File: src/rtl/sram_port_arb.sv
// Two-master round-robin arbiter for the banked SRAM core port, with bounded lock-hold
// ownership and a one-cycle registered read return to the owning master.
//
// state | meaning
// IDLE  | no owner; arbitrate round-robin against last
// OWN0  | m0 holds the port while it keeps requesting
// OWN1  | m1 holds the port while it keeps requesting
module sram_port_arb #(
    parameter int MAX_HOLD = 16
) (
    input  logic        hclk,
    input  logic        hreset,
    input  logic        m0_req,
    input  logic        m0_lock,
    input  logic        m0_wr,
    input  logic [13:0] m0_addr,
    input  logic [3:0]  m0_be,
    input  logic [31:0] m0_wdata,
    output logic        m0_gnt,
    output logic        m0_rvalid,
    output logic [31:0] m0_rdata,
    input  logic        m1_req,
    input  logic        m1_lock,
    input  logic        m1_wr,
    input  logic [13:0] m1_addr,
    input  logic [3:0]  m1_be,
    input  logic [31:0] m1_wdata,
    output logic        m1_gnt,
    output logic        m1_rvalid,
    output logic [31:0] m1_rdata,
    output logic        sram_w_en,
    output logic [12:0] sram_addr,
    output logic [31:0] sram_wdata,
    output logic [3:0]  bank0_csn,
    output logic [3:0]  bank1_csn,
    input  logic [63:0] sram_q
);

    localparam int HW = (MAX_HOLD > 2) ? $clog2(MAX_HOLD) : 1;

    typedef enum logic [1:0] {IDLE, OWN0, OWN1} state_t;

    state_t          state, state_nx;
    logic            last, last_nx;
    logic [HW-1:0]   hold_cnt, hold_nx, hold_eff;
    logic            accept, sel1, sel_lock, sel_wr;
    logic [13:0]     sel_addr;
    logic [3:0]      sel_be, be_eff;
    logic [31:0]     sel_wdata, rd_word;
    logic            rd_pending, rd_owner, rd_bank;
    logic [12:0]     addr_q;
    logic [31:0]     wdata_q;

    always_comb begin
        m0_gnt   = 1'b0;
        m1_gnt   = 1'b0;
        hold_eff = '0;
        if (!hreset) begin
            if (state == OWN0 && m0_req) begin
                m0_gnt   = 1'b1;
                hold_eff = hold_cnt;
            end else if (state == OWN1 && m1_req) begin
                m1_gnt   = 1'b1;
                hold_eff = hold_cnt;
            end else if (m0_req && m1_req) begin
                // last==1 means m1 was served most recently, so m0 goes next
                m0_gnt = last;
                m1_gnt = !last;
            end else begin
                m0_gnt = m0_req;
                m1_gnt = m1_req;
            end
        end
    end

    assign accept    = m0_gnt | m1_gnt;
    assign sel1      = m1_gnt;
    assign sel_lock  = sel1 ? m1_lock  : m0_lock;
    assign sel_wr    = sel1 ? m1_wr    : m0_wr;
    assign sel_addr  = sel1 ? m1_addr  : m0_addr;
    assign sel_be    = sel1 ? m1_be    : m0_be;
    assign sel_wdata = sel1 ? m1_wdata : m0_wdata;

    always_comb begin
        state_nx = IDLE;
        last_nx  = last;
        hold_nx  = '0;
        if (accept) begin
            last_nx = sel1;
            if (sel_lock && hold_eff != HW'(MAX_HOLD - 1)) begin
                state_nx = sel1 ? OWN1 : OWN0;
                hold_nx  = hold_eff + HW'(1);
            end
        end
    end

    assign be_eff     = sel_wr ? sel_be : 4'hF;
    assign bank0_csn  = (accept && !sel_addr[13]) ? ~be_eff : 4'hF;
    assign bank1_csn  = (accept &&  sel_addr[13]) ? ~be_eff : 4'hF;
    assign sram_w_en  = accept & sel_wr;
    assign sram_addr  = accept ? sel_addr[12:0] : addr_q;
    assign sram_wdata = accept ? sel_wdata : wdata_q;

    // Gating with hreset drops a return whose read was accepted just before reset.
    assign m0_rvalid = rd_pending && !rd_owner && !hreset;
    assign m1_rvalid = rd_pending &&  rd_owner && !hreset;
    assign rd_word   = rd_bank ? sram_q[63:32] : sram_q[31:0];
    assign m0_rdata  = m0_rvalid ? rd_word : 32'h0;
    assign m1_rdata  = m1_rvalid ? rd_word : 32'h0;

    always_ff @(posedge hclk) begin
        if (hreset) begin
            state      <= IDLE;
            last       <= 1'b1;
            hold_cnt   <= '0;
            rd_pending <= 1'b0;
            rd_owner   <= 1'b0;
            rd_bank    <= 1'b0;
            addr_q     <= '0;
            wdata_q    <= '0;
        end else begin
            state      <= state_nx;
            last       <= last_nx;
            hold_cnt   <= hold_nx;
            rd_pending <= accept && !sel_wr;
            if (accept) begin
                rd_owner <= sel1;
                rd_bank  <= sel_addr[13];
                addr_q   <= sel_addr[12:0];
                wdata_q  <= sel_wdata;
            end
        end
    end

endmodule

File: config.mk
export PLATFORM = sky130hd
export DESIGN_NAME = sram_port_arb
export DESIGN_NICKNAME = d
export VERILOG_FILES = /design/src/rtl/sram_port_arb.sv
export SDC_FILE = /design/constraint.sdc
export NUM_CORES = 1
export LEC_CHECK = 0
export BUFFER_PORTS_ARGS = -buffer_cell sky130_fd_sc_hd__buf_2
export CORE_AREA = 2 2 116 118
export CTS_CLUSTER_DIAMETER = 50
export DETAILED_ROUTE_END_ITERATION = 10
export DIE_AREA = 0 0 118 120
export GPL_TIMING_DRIVEN = 0
export PLACE_DENSITY = 0.71
export SYNTH_ARGS = -nofsm -noshare
export SYNTH_HDL_FRONTEND = slang
export SYNTH_SLANG_ARGS = --single-unit
export TNS_END_PERCENT = 100
File: constraint.sdc
create_clock -name hclk -period 1.7 [get_ports hclk]
set_input_delay 0.34 -clock hclk [delete_from_list [all_inputs] [get_ports hclk]]
set_output_delay 0.34 -clock hclk [all_outputs]
set_load 0.01 [all_outputs]
==> results.md, run 1 <==
- Status: finished with violations
- Failing checks: setup timing
- Yosys cell types: 34
- F_max: 0.461 GHz
- Final Worst Setup Slack: -0.470 ns
- Core Box Area: 13000 sq um
- Grt ovf: 0
- Largest net degree at the start of global routing: 17
- Die X: 118 um
- Initial Util: 27.5%
- DRT Pass-1 Iters: 6
- Max Root-Sink Buffers: 2
- DRT iter0 DRCs: 225
- Async SR Flop Fraction: 0%
- Cell area after layout: a little under 7000 sq um
- Layout cell share with drive strength beyond 1: 61.5%
- Main synth FF type: dfxtp_1
- Mapped Cells: 489
- Vias in the first global route: about 4700
- Root Buffer: clkbuf_16
- R2R Path Start: state[0]$_SDFF_PP0_
- Overall Power: 4.18 mW
- Post-Syn Nets: around 660
- Die height: 120 um
- P_leak: between 3 and 4 nW
- Setup crit end kind: output pin
- Vias/cell: ~5.1
- Worst skew pair latency: 0.29 ns
- Nets: a little under 1000
- Commonest non-fill, non-tap cell in the layout: buf_2
- Data required, critical path: 1.36 ns
- IO Pins: 294
- Largest area contributor in the netlist: dfxtp_1
- #FFs+latches synth: 55
- Tcrit/Tclk final: 128%
- Rows: 42
- Area of the die: 14200 sq um
- Max_slew headroom: about half
- Most frequent cells in the layout: buf_2, nor2_1, nand2_1
- Non-Filler Instances: ~990
- CP Max Fanout: 7
- Tmin final: around 2.2 ns
- Fraction of the yosys area taken by sequential cells: roughly 30%
- Critical path launch point type: register
- CTS clk-pin slew, worst paths: 0.07 ns
- Final Wtd Congestion: 0.853
- Cell Pwr Density: roughly 610 nW/um^2
- Clk_skew: 0.00428 ns
- Hold_sp: m1_lock
- Port Buffers: around 290
- Measured slew at the worst slew-check pin: between 0.7 and 0.8 ns
- GRT Util Overall: 21.1%
- Dpl hpwl: 12000 um
- Placed insts: roughly 960
- Maxcap violations: 0
- Worst Path Class, Setup: register to output pin
- Dpl cell area: 5460 sq um
- CTS tree: done
- Total number of vias: roughly 5100
- Area grow syn2layout: 91.4%
- Synth warn: 0
- # setup viols final: 116
- CTS Buf Count: 5
- Synth top area share: 30.9%
- Final WL: roughly 17000 um
- Synth area leaders: dfxtp_1, nor2_1, mux2i_1, nand2_1, a311oi_1
- Peak supply drop: 0.000384 V
- Diode count: 0
- Mean Syn Cell Area: 7.30 sq um
- Post-synth EDFFs: 0
- Pins over their slew limit: 0
- Clk sinks: 55
- ANT nets after route: 0
- Global-route wire length before repair: 24300 um
- Drc violations: 0
- Worst EP arrival: 1.83 ns
- Setup crit start: state[1]$_SDFF_PP0_
- DR WL/cell: around 17 um
- Hold Vio Cnt, Final: 0
- H-tree depth: 2
- RSZ-0062 raised after global routing: true
- HP Class: primary input to register
- Initial antenna violation count: 0
- Post-synthesis instance area: around 3600 sq um
## cells in the mapped netlist (2+ instances only)
cell type,number
a211oi_1,2
a311oi_1,35
a311oi_2,10
a31oi_1,45
and2_1,3
and3b_1,2
buf_1,3
buf_2,16
buf_6,2
clkbuf_1,20
dfxtp_1,55
inv_1,5
mux2i_1,39
nand2_1,94
nand3_1,10
nor2_1,118
nor2b_1,9
nor2b_2,2
o21ai_0,3
xor2_1,2
## cell type report
type / count / area [sq um]
clock inverters: 1 / 8.76
fillers: 1200 / 6150
flip-flops and latches: 55 / 1110
multi-input cells: 386 / 3140
well taps: 176 / 220
repair buffers: 319 / 1800
clock buffers: 7 / 143
plain buffers: 41 / 364
inverters: 6 / 35.0
## per-layer routing
metal  vias up  global-route usage, %  wire length [um]
met5         -                      0                 0
met3        32                   3.80              1080
li1       2408                      -                 -
met1      2394                   25.6              6530
met2       247                   38.0              8580
met4         0                   6.48               476
## power by group
part	switching [mW]	leakage [nW]	internal [mW]
Clock	0.493	0.0741	0.592
Sequential	0.0418	0.457	1.38
Combinational	0.875	2.58	0.793
## cell families after synthesis
| logic type | after synthesis | share of synthesized area (%) |
|---|---|---|
| flops | 55 | 30.9 |
| buf+inv | 48 | 6.14 |
| xor+xnor | 2 | 0.491 |
| mux | 40 | 11.3 |
| compound gates | 99 | 22.9 |
| fa+ha+maj | 2 | 0.631 |
| simple gates | 243 | 27.8 |
## sequential cells by signal, indices dropped and copies added, names as in the netlist
register    flops
addr_q         13
hold_cnt        4
last            1
rd_bank         1
rd_owner        1
rd_pending      1
state           2
wdata_q        32
## worst max-delay path, cell delays in order (launching register included)
cell and delay [ns]:
dfxtp_2 0.34, nor2b_4 0.17, o211ai_4 0.10, buf_12 0.16
inv_12 0.08, buf_12 0.14, mux2i_4 0.26, nand3_2 0.13
buf_6 0.16
## worst paths after layout
check / endpoint / slack (ns) / cells after the start
setup reg to reg: hold_cnt[2]$_SDFF_PP0_ / -0.05 / 9
setup / recovery: bank1_csn[0] / -0.47 / 8
hold reg to reg: hold_cnt[0]$_SDFF_PP0_ / 0.49 / 1
hold / removal: state[1]$_SDFF_PP0_ / 0.30 / 2
## what timing repair did
item                                    4_1_cts  5_1_grt
endpoints found under the setup margin      122      127
buffers inserted                             15        9
gates cloned                                  0        3
resized for setup                           119      103
hold buffers                                  0        0
pin swaps                                    19       52
## per-stage QoR
| step | hold WS, ns | setup slack (ns) | setup TNS (ns) | util (%) |
|---|---|---|---|---|
| 4_1_cts | 0.286 | -0.457 | -22.12 | 47.6 |
| 3_3_place_gp | 0.452 | -0.595 | -30.77 | 42.1 |
| 5_1_grt | 0.301 | -0.540 | -31.36 | 52.6 |
| 6_report | 0.301 | -0.470 | -23.73 | 52.6 |
| 3_5_place_dp | 0.452 | -0.595 | -33.59 | 42.1 |
| 2_1_floorplan | 0.429 | -0.00982 | -0.185 | - |
Note: power is estimated with default switching activity, not from simulation.
==> inputs of run 2 (changes only) <==
--- a/config.mk
+++ b/config.mk
@@ -5,13 +5,14 @@
 export SDC_FILE = /design/constraint.sdc
 export NUM_CORES = 1
 export LEC_CHECK = 0
+export ABC_AREA = 1
 export BUFFER_PORTS_ARGS = -buffer_cell sky130_fd_sc_hd__buf_2
-export CORE_AREA = 2 2 116 118
+export CORE_AREA = 2 2 113 115
 export CTS_CLUSTER_DIAMETER = 50
 export DETAILED_ROUTE_END_ITERATION = 10
-export DIE_AREA = 0 0 118 120
+export DIE_AREA = 0 0 115 117
 export GPL_TIMING_DRIVEN = 0
-export PLACE_DENSITY = 0.71
+export PLACE_DENSITY_LB_ADDON = 0.15
 export SYNTH_ARGS = -nofsm -noshare
 export SYNTH_HDL_FRONTEND = slang
 export SYNTH_SLANG_ARGS = --single-unit
==> results.md, run 2 <==
- Status: finished with violations
- Failing checks: setup timing
- Core Box Area: 12300 sq um (-5.1%)
- Compound-cell area share of the yosys netlist: 0.410% (-22 points)
- Clk_skew: 0.00571 ns (+0.00143 ns)
- Diode count: 0 (unchanged)
- Most frequent cells in the layout: buf_2, nand2_1, inv_1
- Tcrit/Tclk final: 125% (-3.0 points)
- Worst R2R End: addr_q[12]$_SDFF_PP0_
- Final WL: 17900 um (+7.3%)
- Mean Syn Cell Area: 5.65 sq um (-23%)
- Cell area after layout: 7910 sq um (+16%)
- Global-route wire length before repair: 23200 um (-4.2%)
- Top Registers: wdata_q (32), addr_q (13), hold_cnt (4)
- Die X: 115 um (-2.5%)
- Max Used Layer: met4
- Area grow syn2layout: 85.3%
- Maxcap violations: 0 (unchanged)
- Metal3 WL: 1210 um (+13%)
- Root Buffer: clkbuf_16
- F_max: 0.472 GHz (+2.4%)
- DR WL/cell: 14.3 um (-15%)
- Fill cells: 1145 (-4.6%)
- Critical path endpoint: bank1_csn[0]
- Peak supply drop: 0.000465 V (+21%)
- Final Worst Setup Slack: -0.419 ns (+0.0511 ns)
- XOR/XNOR Fraction of Synth Area: 0.205% (-0.29 points)
- Worst Path Class, Setup: register to output pin
- Reg2Reg Depth: 13 (+4)
- Non-Filler Instances: 1247 (+26%)
- Tmin final: 2.12 ns (-0.0511 ns)
- Overall Power: 5.05 mW (+21%)
- IO Pins: 294 (unchanged)
- Dpl cell area: 5920 sq um (+8.5%)
- Final Wtd Congestion: 0.792 (-7.2%)
- Grt ovf: 0 (unchanged)
- Fraction of the yosys area taken by sequential cells: 25.8% (-5.1 points)
- Largest net degree at the start of global routing: 17 (unchanged)
- Hold_ws: 0.340 ns (+0.0394 ns)
- CTS Buf Count: 5 (unchanged)
- R2R Path Start: state[0]$_SDFF_PP0_
- Largest family of logic cells by synthesized area: simple AND/OR/NAND/NOR gates
- Setup crit end kind: output pin
- Drc violations: 0 (unchanged)
- Layout cell share with drive strength beyond 1: 50.3% (-11 points)
- Measured slew at the worst slew-check pin: 0.531 ns (-0.204 ns)
- Critical path launch point type: register
- Yosys cell types: 21 (-38%)
- Mux cell area share after synthesis: 7.50% (-3.8 points)
- Area of the die: 13500 sq um (-5.0%)
- Max FFs per register: 32 (unchanged)
- Commonest non-fill, non-tap cell in the layout: buf_2
- RSZ-0062 raised after global routing: true
- Setup crit start: state[0]$_SDFF_PP0_
- Synth area leaders: dfxtp_1, nand2_1, inv_1, nor2_1, nand3b_1
- HP Class: primary input to register
- Synth warn: 0 (unchanged)
- Hold Vio Cnt, Final: 0 (unchanged)
- # setup viols final: 118 (+1.7%)
- GRT Util Overall: 21.7% (+0.59 points)
- Rows: 41 (-2.4%)
- P_leak: 4.46 nW (+43%)
- Worst EP arrival: 1.78 ns (-0.05 ns)
- Clk sinks: 55 (unchanged)
- Wire length on met2: 8970 um (+4.5%)
- Pins over their slew limit: 0 (unchanged)
- Initial Util: 34.7% (+7.2 points)
- Metal-1 WL: 7510 um (+15%)
- DRT iter0 DRCs: 308 (+37%)
- Dpl hpwl: 12200 um (+1.4%)
- CTS clk-pin slew, worst paths: 0.07 ns (about the same)
- # hold bufs at CTS: 0 (unchanged)
- Top reg by flops: wdata_q
- Max Root-Sink Buffers: 2 (unchanged)
- Post-synthesis instance area: 4270 sq um (+20%)
- CP Max Fanout: 6 (-1)
- #FFs+latches synth: 55 (unchanged)
- ANT nets after route: 0 (unchanged)
- Nets: 1269 (+29%)
- Commonest cells in the netlist: nand2_1, inv_1, nor2_1, dfxtp_1, nand3_1
- Largest area contributor in the netlist: dfxtp_1
- Data required, critical path: 1.36 ns (about the same)
- Total number of vias: 5761 (+13%)
- Cell Pwr Density: 638 nW/um^2 (+4.3%)
- Mapped Cells: 755 (+54%)
- Synth top area share: 25.8% (-5.1 points)
- Post-synth EDFFs: 0 (unchanged)
- Simple-gate share of the synthesized area: 45.8% (+18 points)
- Port Buffers: 293 (+0.34%)
- Async SR Flop Fraction: 0% (unchanged)
- Vias/cell: 4.62 (-9.9%)
- Placed insts: 1198 (+25%)
- Reg2Reg Setup Slack: 0.05 ns (+0.10 ns)
- Synth Area in Adders: 0.293% (-0.34 points)
- Main synth FF type: dfxtp_1
- CTS tree: done
- Most common cell in the netlist: nand2_1
- Post-Syn Nets: 928 (+40%)
- Vias in the first global route: 4752 (+0.61%)
- Max_slew headroom: 64.6% (+14 points)
- H-tree depth: 2 (unchanged)
- Initial antenna violation count: 0 (unchanged)
- Worst skew pair latency: 0.29 ns (about the same)
- DRT Pass-1 Iters: 7 (+1)
- Die height: 117 um (-2.5%)
==> run 2: changes by cell type after synthesis, moves of 10 or more <==
cell / before / now
nand3_1: 10 / 50
a31oi_1: 45 / 0
nand3b_1: 1 / 46
nand2_1: 94 / 230
a311oi_2: 10 / 0
a311oi_1: 35 / 0
inv_1: 5 / 162
==> run 2: routing by layer <==
layer,vias up,GRT usage (%)
met5,-,0
met3,28,3.35
met2,259,37.6
met4,0,2.89
li1,2909,-
met1,2565,29.5
==> run 2: through the flow <==
stage / worst slack [ns] / setup TNS, ns / utilization (%)
2_1_floorplan: 0.110 / 0 / -
3_3_place_gp: -0.476 / -26.16 / 48.1
3_5_place_dp: -0.477 / -23.91 / 48.1
4_1_cts: -0.458 / -29.31 / 53.1
5_1_grt: -0.533 / -34.50 / 64.2
6_report: -0.419 / -25.34 / 64.2
==> run 2: final cells by class <==
type	instances	area, sq um	share of cell area (%)
well taps	150	188	2.37
repair buffers	335	2210	27.9
flip-flops and latches	55	1110	14.1
clock inverters	1	8.76	0.111
inverters	162	622	7.86
multi-input cells	492	3120	39.5
clock buffers	7	143	1.80
plain buffers	45	507	6.41
==> run 2: worst max-delay path, cell delays in order (launching register included) <==
cell        delay [ns]
dfxtp_2           0.36
inv_1             0.07
nand3_4           0.08
nand2_4           0.09
nand2_8           0.12
buf_12            0.13
clkinvlp_4        0.18
nand2_2           0.12
nand2_2           0.05
inv_2             0.05
nand2_2           0.05
nand2_1           0.05
buf_2             0.12
==> run 2: kinds of logic (layout without fill, tap and decap cells) <==
kind of cell	count (synthesis)	count (layout)
multiplexers	32	32
adder cells (fa/ha/maj)	1	1
XOR/XNOR	1	1
AND/OR/NAND/NOR	455	455
flip-flops	55	55
AO/OA/AOI/OAI	3	3
buffers and inverters	208	550
==> run 2: worst min path at each step <==
stage / start / endpoint / slack, ns / cells past startpoint
after floorplan: rd_owner$_SDFFE_PP0N_ / rd_owner$_SDFFE_PP0N_ / 0.48 / 2
after global placement: rd_owner$_SDFFE_PP0N_ / rd_owner$_SDFFE_PP0N_ / 0.51 / 2
after detailed placement: rd_owner$_SDFFE_PP0N_ / rd_owner$_SDFFE_PP0N_ / 0.51 / 2
after CTS: m1_wr / rd_pending$_SDFF_PP0_ / 0.34 / 4
after global routing: m1_wr / rd_pending$_SDFF_PP0_ / 0.35 / 4
final: m1_wr / rd_pending$_SDFF_PP0_ / 0.34 / 4
==> run 2: timing repair <==
| action | in CTS | in global routing |
|---|---|---|
| gates resized for setup | 109 | 265 |
| setup buffers | 14 | 20 |
| endpoints found under the setup margin | 118 | 127 |
| gates cloned | 2 | 10 |
| pin swaps | 12 | 50 |
==> run 2: report_power, final <==
| group | internal [mW] | leakage (nW) | switching, mW | total (mW) |
|---|---|---|---|---|
| Combinational | 1.23 | 3.92 | 1.27 | 2.50 |
| Clock | 0.592 | 0.0741 | 0.487 | 1.08 |
| Sequential | 1.42 | 0.458 | 0.0498 | 1.47 |
